File: config.mk
export PLATFORM = sky130hd
export DESIGN_NAME = sigma_accel_ctrl
export DESIGN_NICKNAME = d
export VERILOG_FILES = /design/src/rtl/sigma_accel_pkg.sv /design/src/rtl/sigma_accel_fifo.sv /design/src/rtl/sigma_accel_ctrl.sv
export SDC_FILE = /design/constraint.sdc
export NUM_CORES = 1
export LEC_CHECK = 0
export BUFFER_PORTS_ARGS = -buffer_cell sky130_fd_sc_hd__buf_2
export CAP_MARGIN = 20
export CORE_MARGIN = 1
export CORE_UTILIZATION = 33
export DETAILED_ROUTE_END_ITERATION = 8
export HOLD_SLACK_MARGIN = 0.15
export PLACE_DENSITY = 0.56
export REMOVE_ABC_BUFFERS = 1
export SYNTH_ARGS = -nofsm -noshare
export SYNTH_HDL_FRONTEND = slang
export SYNTH_HIERARCHICAL = 1
export SYNTH_SLANG_ARGS = --single-unit
File: constraint.sdc
create_clock -name clk_i -period 3.25 [get_ports clk_i]
set_input_delay 0.325 -clock clk_i [delete_from_list [all_inputs] [get_ports clk_i]]
set_output_delay 0.325 -clock clk_i [all_outputs]
set_load 0.005 [all_outputs]
File: src/rtl/sigma_accel_pkg.sv
// rtl/sigma_accel_pkg.sv - register map, status/ctrl bit positions and FSM states for sigma_accel_ctrl
package sigma_accel_pkg;

    // Word index of each register (byte address bits [3:2] relative to BASE_ADDR)
    localparam logic [1:0] REG_OPERAND = 2'd0;
    localparam logic [1:0] REG_RESULT  = 2'd1;
    localparam logic [1:0] REG_STATUS  = 2'd2;
    localparam logic [1:0] REG_CTRL    = 2'd3;

    // STATUS bit positions
    localparam int ST_BUSY       = 0;
    localparam int ST_IN_FULL    = 1;
    localparam int ST_OUT_EMPTY  = 2;
    localparam int ST_OVF_ERR    = 3;
    localparam int ST_UDF_ERR    = 4;
    localparam int ST_IRQ_EN     = 5;
    localparam int ST_IN_CNT_LSB  = 8;
    localparam int ST_OUT_CNT_LSB = 16;

    // CTRL bit positions
    localparam int CTRL_FLUSH   = 0;
    localparam int CTRL_CLR_ERR = 1;
    localparam int CTRL_IRQ_EN  = 2;

    typedef enum logic [1:0] {
        IDLE = 2'd0,
        RUN  = 2'd1,
        CAPT = 2'd2
    } state_e;

endpackage

File: src/rtl/sigma_accel_fifo.sv
// rtl/sigma_accel_fifo.sv - 32-bit synchronous FIFO with push/pop/flush and full/empty/count
//
// Ports: clk, rst_n (async active-low), flush (empties, wins over push),
//        push/push_data, pop/pop_data (head, valid while !empty), full, empty, count.
// A push into a full FIFO succeeds when a pop happens in the same cycle.
module sigma_accel_fifo
    import sigma_accel_pkg::*;
#(
    parameter int DEPTH = 4
) (
    input  logic        clk,
    input  logic        rst_n,
    input  logic        flush,
    input  logic        push,
    input  logic [31:0] push_data,
    input  logic        pop,
    output logic [31:0] pop_data,
    output logic        full,
    output logic        empty,
    output logic [7:0]  count
);

    localparam int         AW      = (DEPTH > 1) ? $clog2(DEPTH) : 1;
    localparam logic [7:0] DEPTH_C = 8'(DEPTH);

    logic [31:0]   mem [DEPTH];
    logic [AW-1:0] wr_ptr;
    logic [AW-1:0] rd_ptr;
    logic          do_push;
    logic          do_pop;

    assign empty    = (count == 8'd0);
    assign full     = (count == DEPTH_C);
    assign do_pop   = pop & ~empty;
    assign do_push  = push & (~full | do_pop);
    assign pop_data = mem[rd_ptr];

    always_ff @(posedge clk) begin
        if (do_push && !flush) begin
            mem[wr_ptr] <= push_data;
        end
    end

    // DEPTH is a power of two, so pointers wrap naturally
    always_ff @(posedge clk or negedge rst_n) begin
        if (!rst_n) begin
            wr_ptr <= '0;
            rd_ptr <= '0;
            count  <= 8'd0;
        end else if (flush) begin
            wr_ptr <= '0;
            rd_ptr <= '0;
            count  <= 8'd0;
        end else begin
            if (do_push) wr_ptr <= wr_ptr + 1'b1;
            if (do_pop)  rd_ptr <= rd_ptr + 1'b1;
            case ({do_push, do_pop})
                2'b10:   count <= count + 8'd1;
                2'b01:   count <= count - 8'd1;
                default: count <= count;
            endcase
        end
    end

endmodule

File: src/rtl/sigma_accel_ctrl.sv
// rtl/sigma_accel_ctrl.sv - CSR-mapped sequencer feeding a fixed-latency scalar accelerator
//
// Ports: clk_i, arst_ni (async active-low); xif bus bus_req_i/bus_we_i/bus_addr_i/bus_wdata_i
//        -> bus_ack_o/bus_resp_o/bus_rdata_o; accelerator acc_x_o -> acc_y_i;
//        irq_o only when SIGMA_ACCEL_IRQ_EN is defined.
// Registers: +0x0 OPERAND (W push), +0x4 RESULT (R pop), +0x8 STATUS (R), +0xC CTRL (W).
module sigma_accel_ctrl
    import sigma_accel_pkg::*;
#(
    parameter logic [31:0] BASE_ADDR  = 32'h80000100,
    parameter int          FIFO_DEPTH = 4,
    parameter int          LATENCY    = 4
) (
    input  logic        clk_i,
    input  logic        arst_ni,
    input  logic        bus_req_i,
    input  logic        bus_we_i,
    input  logic [31:0] bus_addr_i,
    input  logic [31:0] bus_wdata_i,
    output logic        bus_ack_o,
    output logic        bus_resp_o,
    output logic [31:0] bus_rdata_o,
    output logic [31:0] acc_x_o,
    input  logic [31:0] acc_y_i
`ifdef SIGMA_ACCEL_IRQ_EN
    ,
    output logic        irq_o
`endif
);

    localparam int CW = (LATENCY > 1) ? $clog2(LATENCY) : 1;

    state_e        state;
    logic [CW-1:0] cnt;

    logic          hit, wr, rd;
    logic [1:0]    reg_sel;
    logic          operand_wr, ctrl_wr, result_rd, status_rd;
    logic          flush;
    logic          in_pop, out_push;
    logic [31:0]   in_data, out_data;
    logic          in_full, in_empty, out_full, out_empty;
    logic [7:0]    in_count, out_count;
    logic          ovf_err, udf_err, irq_en;
    logic [31:0]   status, rdata_next;
    logic [28:0]   unused_wdata;

    assign bus_ack_o = bus_req_i;

    // Word-aligned hits inside the 16-byte block only
    assign hit        = bus_req_i && (bus_addr_i[31:4] == BASE_ADDR[31:4]) && (bus_addr_i[1:0] == 2'b00);
    assign reg_sel    = bus_addr_i[3:2];
    assign wr         = hit & bus_we_i;
    assign rd         = hit & ~bus_we_i;
    assign operand_wr = wr & (reg_sel == REG_OPERAND);
    assign ctrl_wr    = wr & (reg_sel == REG_CTRL);
    assign result_rd  = rd & (reg_sel == REG_RESULT);
    assign status_rd  = rd & (reg_sel == REG_STATUS);
    assign flush      = ctrl_wr & bus_wdata_i[CTRL_FLUSH];
    assign unused_wdata = bus_wdata_i[31:3];

    // Issue only with a free out slot: at most one op is in flight, so CAPT always fits
    assign in_pop   = (state == IDLE) & ~in_empty & ~out_full & ~flush;
    assign out_push = (state == CAPT) & ~flush;

    sigma_accel_fifo #(.DEPTH(FIFO_DEPTH)) u_in_fifo (
        .clk       (clk_i),
        .rst_n     (arst_ni),
        .flush     (flush),
        .push      (operand_wr),
        .push_data (bus_wdata_i),
        .pop       (in_pop),
        .pop_data  (in_data),
        .full      (in_full),
        .empty     (in_empty),
        .count     (in_count)
    );

    sigma_accel_fifo #(.DEPTH(FIFO_DEPTH)) u_out_fifo (
        .clk       (clk_i),
        .rst_n     (arst_ni),
        .flush     (flush),
        .push      (out_push),
        .push_data (acc_y_i),
        .pop       (result_rd),
        .pop_data  (out_data),
        .full      (out_full),
        .empty     (out_empty),
        .count     (out_count)
    );

    // Sequencer: operand held in acc_x_o from issue; result sampled LATENCY cycles later
    always_ff @(posedge clk_i or negedge arst_ni) begin
        if (!arst_ni) begin
            state   <= IDLE;
            cnt     <= '0;
            acc_x_o <= 32'd0;
        end else if (flush) begin
            state <= IDLE;
        end else begin
            case (state)
                IDLE: begin
                    if (in_pop) begin
                        acc_x_o <= in_data;
                        cnt     <= CW'(LATENCY - 1);
                        state   <= RUN;
                    end
                end
                RUN: begin
                    if (cnt == '0) state <= CAPT;
                    else           cnt   <= cnt - 1'b1;
                end
                CAPT:    state <= IDLE;
                default: state <= IDLE;
            endcase
        end
    end

    // Sticky errors; an OPERAND write into a full FIFO still lands if the FSM pops that cycle
    always_ff @(posedge clk_i or negedge arst_ni) begin
        if (!arst_ni) begin
            ovf_err <= 1'b0;
            udf_err <= 1'b0;
        end else begin
            if (ctrl_wr && bus_wdata_i[CTRL_CLR_ERR]) begin
                ovf_err <= 1'b0;
                udf_err <= 1'b0;
            end
            if (operand_wr && in_full && !in_pop) ovf_err <= 1'b1;
            if (result_rd && out_empty)           udf_err <= 1'b1;
        end
    end

`ifdef SIGMA_ACCEL_IRQ_EN
    always_ff @(posedge clk_i or negedge arst_ni) begin
        if (!arst_ni) begin
            irq_en <= 1'b0;
            irq_o  <= 1'b0;
        end else begin
            if (ctrl_wr) irq_en <= bus_wdata_i[CTRL_IRQ_EN];
            irq_o <= irq_en & ((out_count != 8'd0) | ovf_err | udf_err);
        end
    end
`else
    assign irq_en = 1'b0;
`endif

    always_comb begin
        status                                 = 32'd0;
        status[ST_BUSY]                        = (state != IDLE);
        status[ST_IN_FULL]                     = in_full;
        status[ST_OUT_EMPTY]                   = out_empty;
        status[ST_OVF_ERR]                     = ovf_err;
        status[ST_UDF_ERR]                     = udf_err;
        status[ST_IRQ_EN]                      = irq_en;
        status[ST_IN_CNT_LSB +: 8]             = in_count;
        status[ST_OUT_CNT_LSB +: 8]            = out_count;
    end

    always_comb begin
        rdata_next = 32'd0;
        if (result_rd && !out_empty) rdata_next = out_data;
        else if (status_rd)          rdata_next = status;
    end

    always_ff @(posedge clk_i or negedge arst_ni) begin
        if (!arst_ni) begin
            bus_resp_o  <= 1'b0;
            bus_rdata_o <= 32'd0;
        end else begin
            bus_resp_o  <= result_rd | status_rd;
            bus_rdata_o <= rdata_next;
        end
    end

endmodule
# Word level (Yosys, flattened, before mapping)
# Memories as Yosys holds them, arrays and structs flattened. A register that Yosys moved wholly into a read port is not among the register bits.
# Cells that the tools add are included.
[totals] memories=2 register_bits=63 output_inout_bits=66 ram_bits=256
[op_classes] n_addsub=9 n_eq_ne=16 n_reduce_logical=32 bitwise_logic=24 muxes=28
[mem_list] memory="u_in_fifo.mem" depth=4 width=32 read_ports=1 rd_ports_with_merged_regs=1 write_ports=1 line="sigma_accel_fifo.sv:26" rtl="logic [31:0] mem [DEPTH];"
[mem_list] memory="u_out_fifo.mem" depth=4 width=32 read_ports=1 rd_ports_with_merged_regs=0 write_ports=1 line="sigma_accel_fifo.sv:26"
[ops] cell="two-way mux 32 bit" count=1
[ops] cell="one-hot mux 8 bit (2 select lines)" count=2
[ops] cell="== test 28 bit, second input constant" count=1
[ops] cell="two-way mux 2 bit" count=13
[ops] cell="two-way mux 24 bit" count=1
[ops] cell="adder 8 x 1 -> 8 bit, second input constant" count=2
[ops] cell="== test 8 x 3 -> 1 bit, second input constant" count=2
[ops] cell="logical NOT 8 bit" count=2
[ops] cell="two-way mux 8 bit" count=2
[ops] cell="nonzero test 2 bit" count=8
[ops] cell="subtractor 8 x 1 -> 8 bit, second input constant" count=2
[ops] cell="bitwise AND 1 bit" count=15
[ops] cell="== test 2 bit, second input constant" count=5
[ops] cell="logical AND 1 bit" count=9
[ops] cell="adder 2 x 1 -> 2 bit, second input constant" count=4
[ops] cell="== test 2 x 1 -> 1 bit, second input constant" count=4
[ops] cell="logical NOT 2 bit" count=4
[ops] cell="one-hot mux 2 bit (2 select lines)" count=2
[ops] cell="two-way mux 1 bit" count=7
[ops] cell="!= test 3 bit, second input constant" count=2
[ops] cell="NOT 1 bit" count=6
[ops] cell="nonzero test 3 bit" count=2
[ops] cell="logical NOT 1 bit" count=4
[ops] cell="!= test 2 bit, second input constant" count=2
[ops] cell="other kinds (5)" count=7

# Longest topological paths before layout
# Gate-level depths: netlist (run 1).
[logic_depth] depth_word=14 mapped_depth=13 depth_no_buf=12

# Cells and area by module
# The synthesis (run 1) kept the hierarchy.
[modules_own_cells] module="sigma_accel_fifo" n_inst=2 area_each_um2=5554.1 seq_area_each_um2=4144.0 cells_each=268
[modules_own_cells] module="sigma_accel_ctrl" n_inst=1 area_each_um2=2969.1 seq_area_each_um2=1776.7 cells_each=193

# Worst setup path before layout (run 1)
# OpenSTA, ideal clock, no wires.
[synth_timing] path_type="in2reg" start="input bus_addr_i[25]" end="register u_out_fifo.count[6]" setup_ps=135 path_slack_ps=-510 arrival_time_ps=3625 n_path_buf=0 path_stages=12 t_required_ps=3115 path_cell_list="nor4_1 nand4_1 nor3_4 nor3b_1 nand2b_1 a31oi_1 ha_1 a21o_1 a221o_1 a21oi_1 xor2_1 o31ai_1"
[synth_between] elab_chain_len=12 elab_cells_between_ends=18 cone_classes="eq/ne: 3; mux: 2; bitwise: 10; reduce/logical: 3"
[synth_lines] item="start, declared" line="sigma_accel_ctrl.sv:18" rtl="input logic [31:0] bus_addr_i,"
[synth_lines] item="== test 28 bit *" line="sigma_accel_ctrl.sv:51" rtl="assign hit = bus_req_i && (bus_addr_i[31:4] == BASE_ADDR[31:4]) && (bus_addr_i[1:0] == 2'b00);"
[synth_lines] item="logical AND 1 bit * (2 in series)" line="sigma_accel_ctrl.sv:51"
[synth_lines] item="bitwise AND 1 bit *" line="sigma_accel_ctrl.sv:53" rtl="assign wr = hit & bus_we_i;"
[synth_lines] item="bitwise AND 1 bit *" line="sigma_accel_ctrl.sv:56" rtl="assign ctrl_wr = wr & (reg_sel == REG_CTRL);"
[synth_lines] item="bitwise AND 1 bit *" line="sigma_accel_ctrl.sv:59" rtl="assign flush = ctrl_wr & bus_wdata_i[CTRL_FLUSH];"
[synth_lines] item="net flush" line="sigma_accel_ctrl.sv:39" rtl="logic flush;"
[synth_lines] item="NOT 1 bit (no line) *"
[synth_lines] item="bitwise AND 1 bit *" line="sigma_accel_ctrl.sv:64" rtl="assign out_push = (state == CAPT) & ~flush;"
[synth_lines] item="net out_push" line="sigma_accel_ctrl.sv:40" rtl="logic in_pop, out_push;"
[synth_lines] item="bitwise AND 1 bit *" line="sigma_accel_fifo.sv:35" rtl="assign do_push = push & (~full | do_pop);"
[synth_lines] item="== test 2 x 1 -> 1 bit or == test 2 bit (tied branches)" line="sigma_accel_fifo.sv:57" rtl="case ({do_push, do_pop})"
[synth_lines] item="one-hot mux 8 bit (2 select lines)" line="sigma_accel_fifo.sv:57"
[synth_lines] item="two-way mux 8 bit" line="sigma_accel_fifo.sv:50" rtl="end else if (flush) begin"
[synth_lines] item="end signal, assigned" line="sigma_accel_fifo.sv:58" rtl="2'b10: count <= count + 8'd1;"
[synth_lines] item="end signal, assigned" line="sigma_accel_fifo.sv:59" rtl="2'b01: count <= count - 8'd1;"
[synth_lines] item="end signal, assigned" line="sigma_accel_fifo.sv:60" rtl="default: count <= count;"
[synth_lines] item="end, declared" line="sigma_accel_fifo.sv:20" rtl="output logic [7:0] count"
# Mark *: on every way through the listed nets, which the timed path passes. The rest lies on a longest branch.
# A chain may end at the register's enable or synchronous reset.

# Final worst setup path (run 1)
[layout_timing] start="register u_in_fifo.count[6]" end="register u_in_fifo.count[3]"
[layout_between] elab_chain_len=11 elab_cells_between_ends=15 cone_classes="eq/ne: 3; mux: 2; bitwise: 8; reduce/logical: 2"
[layout_lines] item="start, declared" line="sigma_accel_fifo.sv:20"
[layout_lines] item="start signal, assigned" line="sigma_accel_fifo.sv:58"
[layout_lines] item="start signal, assigned" line="sigma_accel_fifo.sv:59"
[layout_lines] item="start signal, assigned" line="sigma_accel_fifo.sv:60"
[layout_lines] item="logical NOT 8 bit *" line="sigma_accel_fifo.sv:32" rtl="assign empty = (count == 8'd0);"
[layout_lines] item="net in_empty" line="sigma_accel_ctrl.sv:42" rtl="logic in_full, in_empty, out_full, out_empty;"
[layout_lines] item="NOT 1 bit *" line="sigma_accel_fifo.sv:34, sigma_accel_ctrl.sv:63"
[layout_lines] item="bitwise AND 1 bit (3 in series)" line="sigma_accel_ctrl.sv:63" rtl="assign in_pop = (state == IDLE) & ~in_empty & ~out_full & ~flush;"
[layout_lines] item="bitwise AND 1 bit *" line="sigma_accel_fifo.sv:34" rtl="assign do_pop = pop & ~empty;"
[layout_lines] item="bitwise OR 1 bit" line="sigma_accel_fifo.sv:35"
[layout_lines] item="bitwise AND 1 bit" line="sigma_accel_fifo.sv:35"
[layout_lines] item="== test 2 x 1 -> 1 bit or == test 2 bit (tied branches)" line="sigma_accel_fifo.sv:57"
[layout_lines] item="one-hot mux 8 bit (2 select lines)" line="sigma_accel_fifo.sv:57"
[layout_lines] item="two-way mux 8 bit" line="sigma_accel_fifo.sv:50"
# Marks and branches as above.

==> flow_summary.toml, run 1 <==
[clock_tree]
clk_pin_slew_ns = 0.06
cts.sinks = 351
clk_latency_ns = 0.53
cts-root-buf = "clkbuf_16"
cts_made_buffers = 38
cts_max_path_buffers = 3
cts_tree = "done"
cts.htree.levels = 2

[timing]
final.setup.tns_ns = 0
fin_skew_ns = 0.0200
fmax_mhz = 334
rsz0062_at_grt = "false"
setup_viol = 0
hold_violations = 0
finalCritPeriodShare_pct = 92.0
maxSlewViolCount = 0
period_needed_ns = 2.99
setup_ws_ns = 0.259
max_slew.worst_pin.slew_ns = 0.934
relSlewSlack_pct = 37.8

[floorplan]
coreArea_um2 = 42000
dieArea_um2 = 43500
die_w_um = 209
ioPinCount = 166
fp-row-count = 75
die_h_um = 209
start_util_pct = 33.5

[grt]
grt_start_max_net_pins = 45
track_usage_pct = 14.1
grt_pass1_wl_um = 47300
grt_pass1_vias = 8321
overflow = 0
antenna_found_initial = 1

[critical_path]
crit_required_ns = 3.67
endpoint_kind = "register"
reg2reg_slack_ns = 0.26
path_max_fanout = 34
start_kind = "register"
ff2ff_path_depth = 12
cpMostUsedCell = "buf_4"
r2r-end = "u_in_fifo/count[3]"
path_cells = "nor4_4, nand2_2, nor2_1, buf_4, nor4_4, buf_4, buf_4, xor2_1, a211oi_4, buf_4, nand2_1, o31ai_1"
cp_slowest_cell = "buf_4"
path_class = "reg2reg"
crit_path_max_incr_delay_ns = 0.57
r2r-start = "u_in_fifo/count[6]"
cp.arrival_ns = 3.42

[yosys]
yosys_register_bits = 351
netlist_instances = 729
synth-edff-count = 256
synth_cell_type_count = 55
async_reset_ff_share_pct = 27.1
ys_warn_count = 6
synthesis.area_um2 = 14100
seq_area_frac_synth_pct = 71.5
avgSynthCellArea_um2 = 19.3
ys.flop_type = "edfxtp_1"

[cells_and_area]
final_common_cell = "edfxtp_1"
final_cells = 1616
drive_gt1_share_pct = 40.7
layout_common_cells = "256 x edfxtp_1, 164 x buf_2, 92 x dfrtp_1, 69 x buf_4, 66 x dlygate4sd3_1"
post-route-util_pct = 43.2
area_delta_synth_final_pct = 28.9
fill_cells = 3743
nNetsFinal = 1170
n_antenna_cell = 0

[power_and_ir_drop]
power_leakage_nw = 7.15
power.density_nw_per_um2 = 564
peakVddDrop_mv = 0.507

[drt]
drtAntennaViolNets = 0
wl_per_cell_um = 18.6
firstDrtPassIters = 4
routed_wl_um = 30100
drtIter0Drc = 289
vias_per_cell = 4.70
vias = 7599
drc = 0

[flow_run]
cap_viol_max_count = 0

[placement]
post-place-ws_ns = -0.126
dp.cells = 1480
io_buffers = 165
place_congestion = 0.724
dp_hpwl_um = 19200

[hold_path]
hp-start = "bus_addr_i[3]"
hold-path-cell-count = 4
hold_path.class = "in2reg"
hold-path-endpoint = "ovf_err"

[run_status]
outcome = "complete, no violations"
-- cell type report --
type | count | area (um^2) | area share, %
Clock buffer | 54 | 1130 | 6.20
Clock inverter | 16 | 215 | 1.19
Inverter | 14 | 52.6 | 0.289
Multi-Input combinational cell | 332 | 3800 | 20.9
Sequential cell | 351 | 10100 | 55.5
Tap cell | 539 | 674 | 3.72
Timing Repair Buffer | 310 | 2220 | 12.2
-- Yosys cell counts, types with 3 or more instances --
library cell | count | area [um^2]
edfxtp_1 | 256 | 7690
dfrtp_1 | 95 | 2380
mux4_2 | 64 | 1440
mux2_4 | 28 | 420
a22o_1 | 22 | 193
and2_1 | 21 | 131
ha_1 | 21 | 263
nand2_1 | 19 | 71.3
nor2_1 | 19 | 71.3
clkbuf_1 | 15 | 56.3
inv_1 | 14 | 52.6
xor2_1 | 14 | 123
o31ai_1 | 12 | 90.1
a21oi_1 | 11 | 55.1
buf_2 | 8 | 40.0
nor3_1 | 8 | 40.0
xnor2_1 | 8 | 70.1
a21o_1 | 6 | 45.0
o21ai_1 | 6 | 30.0
nand2b_1 | 5 | 31.3
nand3_1 | 5 | 25.0
buf_6 | 4 | 45.0
mux2_2 | 4 | 45.0
mux2i_1 | 4 | 40.0
nor3b_1 | 4 | 30.0
nor4_4 | 4 | 85.1
buf_4 | 3 | 22.5
nand4_1 | 3 | 18.8
nor4_2 | 3 | 37.5
-- critical path: cells and delay by family, from the launching register on --
family                 cells  cell delay (ns)
XOR/XNOR                   1             0.21
AND/OR/NAND/NOR            5             0.57
flip-flops                 1             0.45
AO/OA/AOI/OAI              2             0.51
buffers and inverters      4             1.14
-- cells by family after synthesis --
kind of cell,count (synthesis),synth area share (%)
AND/OR/NAND/NOR,110,5.07
AO/OA/AOI/OAI,77,4.34
flip-flops,351,71.5
adder cells (fa/ha/maj),23,2.15
buffers and inverters,46,1.75
XOR/XNOR,22,1.37
multiplexers,100,13.8
-- how the worst max path moves through the flow --
| stage | startpoint | end | slack (ns) | cells past startpoint |
|---|---|---|---|---|
| finish | u_in_fifo/count[6] | u_in_fifo/count[3] | 0.26 | 12 |
| global route | u_out_fifo/count[7] | u_in_fifo/count[5] | 0.02 | 11 |
| CTS | u_out_fifo/count[7] | u_in_fifo/count[6] | 0.09 | 12 |
| detailed placement | bus_addr_i[5] | u_out_fifo/count[7] | -0.13 | 14 |
| global placement | bus_addr_i[31] | u_in_fifo/count[6] | -0.13 | 14 |
| floorplan | bus_addr_i[31] | u_in_fifo/count[6] | -1.65 | 12 |
-- power breakdown --
group | internal [mW] | switching (mW)
logic | 0.386 | 0.221
registers | 4.97 | 0.0896
clock network | 2.82 | 1.74
total | 8.18 | 2.05
-- per-layer routing --
metal  track usage [%]  routed length, um
met5                 0                 10
met4              3.90                527
met3              3.37               1340
met2              24.1              15000
met1              17.9              13200
-- per-stage QoR --
step                      power (mW)  hold WS, ns  area [um^2]
after floorplan                 5.37       0.0294        13900
after global placement          5.69        0.403        16100
after CTS                       10.4        0.157        18100
after global routing            10.6        0.189        18200
final                           10.2        0.180        18200
after detailed placement        5.70        0.402        16100
-- registers in the layout, summed over array words and instances, names as in the netlist, 8 cells and up --
name              cells
acc_x_o              32
u_in_fifo/mem       128
bus_rdata_o          32
u_in_fifo/count       8
u_out_fifo/mem      128
u_out_fifo/count      8
-- what timing repair did --
item	CTS	global route
hold endpoints to repair	298	0
hold buffers	66	0
pin swaps	0	0
setup endpoints to repair	2	3
gates cloned	0	0
setup buffers	0	0
gates resized for setup	1	2
Note: power is estimated with default switching activity, not from simulation.
==> run 2: changes to the inputs <==
Settings changed: RECOVER_POWER from default to 50.
==> run 2 against run 1 <==
  * Combinational power down 3%
  * Sequential power about the same
  * Setup slack worse by 0.0067 ns
  * First-iteration DRC count up 3.1%
  * Die area unchanged
  * Sequential share of layout area up 0.34 points
  * Clock power about the same
  * Hold slack about the same
  * Critical path depth unchanged
  * Cell count unchanged
  * Core utilization down 0.26 points
  * Critical endpoint unchanged
==> flow_summary.toml, run 2 (synthesis gave the netlist of run 1 again) <==
[run_status]
outcome = "complete, no violations"

[timing]
period_needed_ns = 3.00
max_slew.worst_pin.slew_ns = 1.34
maxSlewViolCount = 0
finalCritPeriodShare_pct = 92.2
hold_violations = 0
fmax_mhz = 334
setup_ws_ns = 0.252
setup_viol = 0
whs_ns = 0.180
fin_skew_ns = 0.0195
rsz0062_at_grt = "false"
relSlewSlack_pct = 11.0

[floorplan]
die_w_um = 209
dieArea_um2 = 43500
fp-row-count = 75
ioPinCount = 166
start_util_pct = 33.5
die_h_um = 209
coreArea_um2 = 42000

[critical_path]
cp.arrival_ns = 3.42
endpoint_kind = "register"
crit_required_ns = 3.67
r2r-start = "u_in_fifo/count[6]"
reg2reg_slack_ns = 0.25
r2r-end = "u_in_fifo/count[3]"
path_class = "reg2reg"
ff2ff_path_depth = 12
setup.worst_path.end = "u_in_fifo/count[3]"
start_kind = "register"
path_max_fanout = 34
cp-startpoint = "u_in_fifo/count[6]"

[clock_tree]
cts_made_buffers = 38
cts-root-buf = "clkbuf_16"
post_cts_buffers = 0
clk_latency_ns = 0.53
cts.sinks = 351
cts.htree.levels = 2
cts_max_path_buffers = 3
cts_tree = "done"
clk_pin_slew_ns = 0.06

[flow_run]
cap_viol_max_count = 0

[power_and_ir_drop]
power_leakage_nw = 6.90
peakVddDrop_mv = 0.482
power.density_nw_per_um2 = 566

[cells_and_area]
final_common_cell = "edfxtp_1"
reg_top3 = "u_in_fifo/mem (128), u_out_fifo/mem (128)"
layout_common_cells = "256 x edfxtp_1, 92 x dfrtp_1, 90 x clkbuf_1, 86 x buf_2, 66 x dlygate4sd3_1"
nNetsFinal = 1170
drive_gt1_share_pct = 33.1
area_delta_synth_final_pct = 28.2
n_antenna_cell = 0

[drt]
routed_wl_um = 30100
drc = 0
drtIter0Drc = 298
wl_per_cell_um = 18.6
drtAntennaViolNets = 0
vias = 7603
firstDrtPassIters = 4
vias_per_cell = 4.70

[grt]
antenna_found_initial = 1
grt_pass1_vias = 8321
track_usage_pct = 14.1
grt_pass1_wl_um = 47300
grt_start_max_net_pins = 45
overflow = 0

[placement]
place_congestion = 0.724
io_buffers = 165
dp_hpwl_um = 19200
post-place-ws_ns = -0.126

[hold_path]
hold_path.class = "in2reg"
run 2: cell types whose count changed in the layout (fill, tap and decap cells not counted), sizes merged:
| cell | change |
|---|---|
| buf | -82 |
| clkbuf | +82 |
run 2: worst min-delay path by stage:
stage | slack, ns | startpoint | to | depth (start not counted)
floorplan | 0.03 | arst_ni | acc_x_o[0] | 0
global placement | 0.40 | arst_ni | acc_x_o[12] | 1
detailed placement | 0.40 | arst_ni | acc_x_o[12] | 1
CTS | 0.16 | bus_addr_i[3] | ovf_err | 4
global route | 0.19 | bus_addr_i[3] | ovf_err | 4
finish | 0.18 | bus_addr_i[3] | ovf_err | 4
run 2: critical path: stages (launching register included):
cell	delay, ns
dfrtp_1	0.45
nor4_4	0.06
nand2_2	0.07
nor2_1	0.05
buf_4	0.15
nor4_4	0.34
buf_4	0.20
buf_4	0.57
xor2_1	0.21
a211oi_4	0.45
buf_4	0.22
nand2_1	0.05
o31ai_1	0.06
run 2: metrics by stage:
| stage | setup TNS [ns] | instances | util [%] | cell area, um^2 | power (mW) |
|---|---|---|---|---|---|
| final | 0 | 1616 | 42.9 | 18000 | 10.2 |
| after global routing | 0 | 1616 | 42.9 | 18000 | 10.6 |
| after CTS | 0 | 1616 | 43.1 | 18100 | 10.4 |
| after detailed placement | -0.474 | 1480 | 38.4 | 16100 | 5.70 |
| after global placement | -0.306 | 1480 | 38.4 | 16100 | 5.69 |
| after floorplan | -154.24 | 697 | - | 13900 | 5.37 |
run 2: what timing repair did:
item / CTS / global route
pin swaps: 0 / 0
hold buffers: 66 / 0
endpoints found under the setup margin: 2 / 3
endpoints found under the hold margin: 298 / 0
resized for setup: 1 / 2
run 2: layout make-up:
type	instances	area [um^2]
Inverter	14	52.6
Clock inverter	16	215
Clock buffer	54	1130
Tap cell	539	674
Timing Repair Buffer	310	2110
Multi-Input combinational cell	332	3800
Fill cell	3771	24000
Sequential cell	351	10100
run 2: report_power, final:
group	internal [mW]	leakage, nW	switching (mW)	total, mW
clock	2.82	0.652	1.74	4.56
sequential	4.97	3.60	0.0904	5.06
combinational	0.368	2.64	0.222	0.590
run 2: per-layer routing:
layer | wire [um] | global-route usage (%)
met2 | 15100 | 24.1
met1 | 13200 | 17.9
met4 | 527 | 3.90
met3 | 1350 | 3.37
met5 | 10 | 0
